File: config.mk
export PLATFORM = sky130hd
export DESIGN_NAME = ysyx_24110015_mem_arbiter
export DESIGN_NICKNAME = d
export VERILOG_FILES = /design/src/rtl/ysyx_24110015_mem_arbiter.sv
export SDC_FILE = /design/constraint.sdc
export NUM_CORES = 1
export LEC_CHECK = 0
export CORE_AREA = 2 2 143 145
export DETAILED_ROUTE_END_ITERATION = 8
export DIE_AREA = 0 0 145 147
export GPL_TIMING_DRIVEN = 0
export PLACE_DENSITY = 0.53
export SYNTH_ARGS = -nofsm -noshare
export SYNTH_HDL_FRONTEND = slang
export SYNTH_SLANG_ARGS = --single-unit
export TNS_END_PERCENT = 50
File: constraint.sdc
create_clock -name clk -period 3 [get_ports clk]
set_input_delay 0.3 -clock clk [delete_from_list [all_inputs] [get_ports clk]]
set_output_delay 0.3 -clock clk [all_outputs]
set_load 0.05 [all_outputs]
File: src/rtl/ysyx_24110015_mem_arbiter.sv
// Two-master (IFU read-only, LSU read/write) to one-slave AXI4-Lite arbiter.
// Define MEM_ARBITER_RR_EN for round-robin tie-breaking; default is fixed LSU priority.
module ysyx_24110015_mem_arbiter #(
    parameter int AW = 32,
    parameter int DW = 32
) (
    input  logic            clk,
    input  logic            rst,

    input  logic [AW-1:0]   ifu_araddr,
    input  logic            ifu_arvalid,
    output logic            ifu_arready,
    output logic [DW-1:0]   ifu_rdata,
    output logic [1:0]      ifu_rresp,
    output logic            ifu_rvalid,
    input  logic            ifu_rready,

    input  logic [AW-1:0]   lsu_araddr,
    input  logic            lsu_arvalid,
    output logic            lsu_arready,
    output logic [DW-1:0]   lsu_rdata,
    output logic [1:0]      lsu_rresp,
    output logic            lsu_rvalid,
    input  logic            lsu_rready,
    input  logic [AW-1:0]   lsu_awaddr,
    input  logic            lsu_awvalid,
    output logic            lsu_awready,
    input  logic [DW-1:0]   lsu_wdata,
    input  logic [DW/8-1:0] lsu_wstrb,
    input  logic            lsu_wvalid,
    output logic            lsu_wready,
    output logic [1:0]      lsu_bresp,
    output logic            lsu_bvalid,
    input  logic            lsu_bready,

    output logic [AW-1:0]   m_araddr,
    output logic            m_arvalid,
    input  logic            m_arready,
    input  logic [DW-1:0]   m_rdata,
    input  logic [1:0]      m_rresp,
    input  logic            m_rvalid,
    output logic            m_rready,
    output logic [AW-1:0]   m_awaddr,
    output logic            m_awvalid,
    input  logic            m_awready,
    output logic [DW-1:0]   m_wdata,
    output logic [DW/8-1:0] m_wstrb,
    output logic            m_wvalid,
    input  logic            m_wready,
    input  logic [1:0]      m_bresp,
    input  logic            m_bvalid,
    output logic            m_bready,

    output logic [1:0]      grant
);

    typedef enum logic [1:0] {
        IDLE  = 2'b00,
        IFU_R = 2'b01,
        LSU_R = 2'b10,
        LSU_W = 2'b11
    } state_t;

    state_t state;
    state_t lsu_cand;
    logic   lsu_req;
    logic   ifu_wins;
    logic   xfer_done;

    // Within the LSU a pending write always beats a pending read.
    always_comb begin
        lsu_req  = lsu_awvalid | lsu_arvalid;
        lsu_cand = lsu_awvalid ? LSU_W : LSU_R;
    end

    always_comb begin
        xfer_done = 1'b0;
        case (state)
            IFU_R:   xfer_done = m_rvalid & ifu_rready;
            LSU_R:   xfer_done = m_rvalid & lsu_rready;
            LSU_W:   xfer_done = m_bvalid & lsu_bready;
            default: xfer_done = 1'b0;
        endcase
    end

`ifdef MEM_ARBITER_RR_EN
    // 0 = IFU owned last, 1 = LSU owned last; the other side wins a tie.
    logic last_owner;

    always_ff @(posedge clk) begin
        if (!rst) begin
            last_owner <= 1'b0;
        end else if (xfer_done) begin
            last_owner <= (state != IFU_R);
        end
    end

    assign ifu_wins = ifu_arvalid & (~lsu_req | last_owner);
`else
    assign ifu_wins = ifu_arvalid & ~lsu_req;
`endif

    always_ff @(posedge clk) begin
        if (!rst) begin
            state <= IDLE;
        end else begin
            case (state)
                IDLE: begin
                    if (ifu_wins) begin
                        state <= IFU_R;
                    end else if (lsu_req) begin
                        state <= lsu_cand;
                    end
                end
                default: begin
                    if (xfer_done) begin
                        state <= IDLE;
                    end
                end
            endcase
        end
    end

    assign grant = state;

    // Pure combinational routing off the registered owner; everything not owned is zero.
    always_comb begin
        ifu_arready = 1'b0;
        ifu_rdata   = '0;
        ifu_rresp   = '0;
        ifu_rvalid  = 1'b0;
        lsu_arready = 1'b0;
        lsu_rdata   = '0;
        lsu_rresp   = '0;
        lsu_rvalid  = 1'b0;
        lsu_awready = 1'b0;
        lsu_wready  = 1'b0;
        lsu_bresp   = '0;
        lsu_bvalid  = 1'b0;
        m_araddr    = '0;
        m_arvalid   = 1'b0;
        m_rready    = 1'b0;
        m_awaddr    = '0;
        m_awvalid   = 1'b0;
        m_wdata     = '0;
        m_wstrb     = '0;
        m_wvalid    = 1'b0;
        m_bready    = 1'b0;
        case (state)
            IFU_R: begin
                m_araddr    = ifu_araddr;
                m_arvalid   = ifu_arvalid;
                ifu_arready = m_arready;
                ifu_rdata   = m_rdata;
                ifu_rresp   = m_rresp;
                ifu_rvalid  = m_rvalid;
                m_rready    = ifu_rready;
            end
            LSU_R: begin
                m_araddr    = lsu_araddr;
                m_arvalid   = lsu_arvalid;
                lsu_arready = m_arready;
                lsu_rdata   = m_rdata;
                lsu_rresp   = m_rresp;
                lsu_rvalid  = m_rvalid;
                m_rready    = lsu_rready;
            end
            LSU_W: begin
                m_awaddr    = lsu_awaddr;
                m_awvalid   = lsu_awvalid;
                lsu_awready = m_awready;
                m_wdata     = lsu_wdata;
                m_wstrb     = lsu_wstrb;
                m_wvalid    = lsu_wvalid;
                lsu_wready  = m_wready;
                lsu_bresp   = m_bresp;
                lsu_bvalid  = m_bvalid;
                m_bready    = lsu_bready;
            end
            default: begin
            end
        endcase
    end

endmodule
==> results.json <==
{
  "drt_iter0_drc": 95,
  "total_leakage_power_uw": 0.00246,
  "viasPerCell": 3.57,
  "fin_crit_sh": 0.940,
  "netlist_area_sq_um": 1710,
  "met3_length_um": 1290,
  "drv_cap": 0,
  "drc_errors": 0,
  "yosysTopAreaCellShare": 0.542,
  "wl_met2_um": 7230,
  "synth_cells": 265,
  "grt-ovfl-total": 0,
  "worstPathRequired_ps": 2700,
  "ir_drop_mv": 0.160,
  "synth-async-reset-ratio": 0,
  "ios": 366,
  "cts_tree": "built",
  "layout-drive-gt1-share": 0.0206,
  "root_buffer": "clkbuf_16",
  "critPathArrivalTime_ps": 2520,
  "antenna_found_initial": 0,
  "die-area_sq_um": 21300,
  "ys_types": 18,
  "wirelength_um": 14200,
  "first_pass_iters": 4,
  "rsz0062_at_grt": "false",
  "clock_latency_ps": 220,
  "synth_edf_count": 0,
  "setup_slack_ps": 181,
  "largest_register_ffs": 2,
  "relSlewSlack": 0.597,
  "grt_max_degree": 11,
  "track_usage": 0.123,
  "clock_path_buffers": 2,
  "port_buffers": 365,
  "report.final.slew_viol_count": 0,
  "numClockSinks": 2,
  "setup_tns_ps": 0,
  "dieHeight_um": 147,
  "status": "completed",
  "syn-num-nets": 453,
  "rows": 52,
  "timing.rr.start": "grant[1]$_SDFFE_PN0P_",
  "reg2regPathDepth": 5,
  "antenna_left": 0,
  "grt_pass1_vias": 3411,
  "grt_pass1_wl_um": 20600,
  "power.density_nw_per_um2": 444,
  "post-place-cells": 900,
  "worst_hold_path_type": "reg -> reg",
  "vias": 3222,
  "synthFlopType": "dfxtp_1",
  "fin_nets": 822,
  "ctsHoldBuffers": 0,
  "cts-htree-levels": 1,
  "cp-start-kind": "flip-flop",
  "antenna_cells": 0,
  "area_growth_pct": 239,
  "max_freq_ghz": 0.355,
  "gp_congestion": 0.776,
  "place_ws_ps": -34.1,
  "maxUsedRoutingLayer": "met4",
  "hold_start": "grant[0]$_SDFFE_PN0P_",
  "crit_type": "reg -> out",
  "worst_pin_slew_ps": 607,
  "finalNonFillerCells": 902,
  "coreArea_sq_um": 19800,
  "ys_warn_count": 0,
  "clkTransAtPathRegs_ps": 30,
  "fin_skew_ps": 0.988,
  "cp-end-kind": "output port",
  "wire_per_inst_um": 15.7,
  "crit_path_start": "grant[1]$_SDFFE_PN0P_",
  "yosysSeqAreaShare": 0.0234,
  "finalHoldViolCount": 0,
  "die_width_um": 145,
  "synth_top_area_cell": "and2_1",
  "hpwl_um": 12200,
  "setup_viol": 0,
  "met1Wirelength_um": 5640,
  "synthTopCellsByArea": "and2_1, a22oi_1, nor2b_1, clkbuf_1, ha_1",
  "hold_path_depth": 2,
  "cts_buffers": 3,
  "ys_ff_latch": 2,
  "start_util": 0.0861,
  "avgSynthCellArea_sq_um": 6.45,
  "fin_crit_ps": 2820,
  "post-cts-setup-buffers": 0,
  "worst-path-max-fanout": 10
}
-- synth_stat cells, types with 2 or more instances --
cell type    n
buf_2        2
and2_1     148
nand3_1      2
nor2_1       2
dfxtp_1      2
nor2b_1     34
ha_1         6
a22oi_1     34
clkbuf_1    23
o22ai_1      2
inv_1        3
-- per-layer routing --
layer,GRT usage,vias to the layer above
met2,0.233,198
met1,0.143,1430
met5,0,-
met4,0.0134,0
li1,-,1591
met3,0.0345,3
-- cells by family after synthesis --
group,after synthesis,share of synthesized area
DFF,2,0.0234
adders and majority gates,6,0.0439
AOI/OAI and AO/OA,39,0.170
muxes,1,0.00878
buffers and inverters,29,0.0695
and+or+nand+nor,188,0.684
-- worst paths after layout --
check,slack (ps),to
max,180,m_awaddr[25]
min,570,grant[0]$_SDFFE_PN0P_
max reg2reg,1290,grant[0]$_SDFFE_PN0P_
min reg2reg,570,grant[0]$_SDFFE_PN0P_
-- cell type report --
type / instances / area [sq um]
fill: 2184 / 14100
inverter: 3 / 11.3
tap: 270 / 338
sequential: 2 / 40.0
clock buffer: 3 / 75.1
timing repair buffer: 365 / 3660
multi-input combinational: 234 / 1550
buffer: 25 / 110
-- repair_timing --
action,4_1_cts,5_1_grt
resized for setup,29,20
gates cloned,0,0
setup endpoints to repair,110,17
-- power by group --
| group | internal [uW] | leakage (uW) | total (uW) | switching [uW] |
|---|---|---|---|---|
| logic | 863 | 0.00241 | 2320 | 1460 |
| registers | 33.3 | 0.0000167 | 44.5 | 11.2 |
| clock network | 170 | 0.0000370 | 202 | 32.0 |
-- worst max-delay path: stages, from the launching register on --
cell             delay, ps
dfxtp_1                450
ha_1                   260
clkbuf_2               260
clkbuf_1               350
and2_1                 190
clkdlybuf4s50_1        800
-- placed cells by master, fill, tap and decap left out --
cell type / netlist / routed
a21oi_1: 1 / 1
a22oi_1: 34 / 34
a32o_1: 1 / 1
and2_1: 148 / 148
buf_2: 2 / 2
buf_6: 1 / 1
clkbuf_1: 23 / 17
clkbuf_16: 0 / 3
clkbuf_2: 0 / 5
clkdlybuf4s50_1: 0 / 324
dfxtp_1: 2 / 2
dlygate4sd2_1: 0 / 25
dlymetal6s2s_1: 0 / 16
ha_1: 6 / 5
ha_2: 0 / 1
inv_1: 3 / 3
mux2_4: 1 / 1
nand2_1: 1 / 1
nand3_1: 2 / 2
nor2_1: 2 / 2
nor2b_1: 34 / 34
nor4bb_1: 1 / 1
o22ai_1: 2 / 2
o31ai_1: 1 / 1
-- through the flow --
step	utilization	power (uW)	hold WS [ps]	instance area (sq um)
after floorplan	-	1480	442	1710
after global placement	0.287	2440	562	5700
after detailed placement	0.287	2430	562	5700
after CTS	0.290	2610	571	5750
after global routing	0.292	2710	643	5790
final	0.292	2570	565	5790
(Power assumes the default switching activity.)
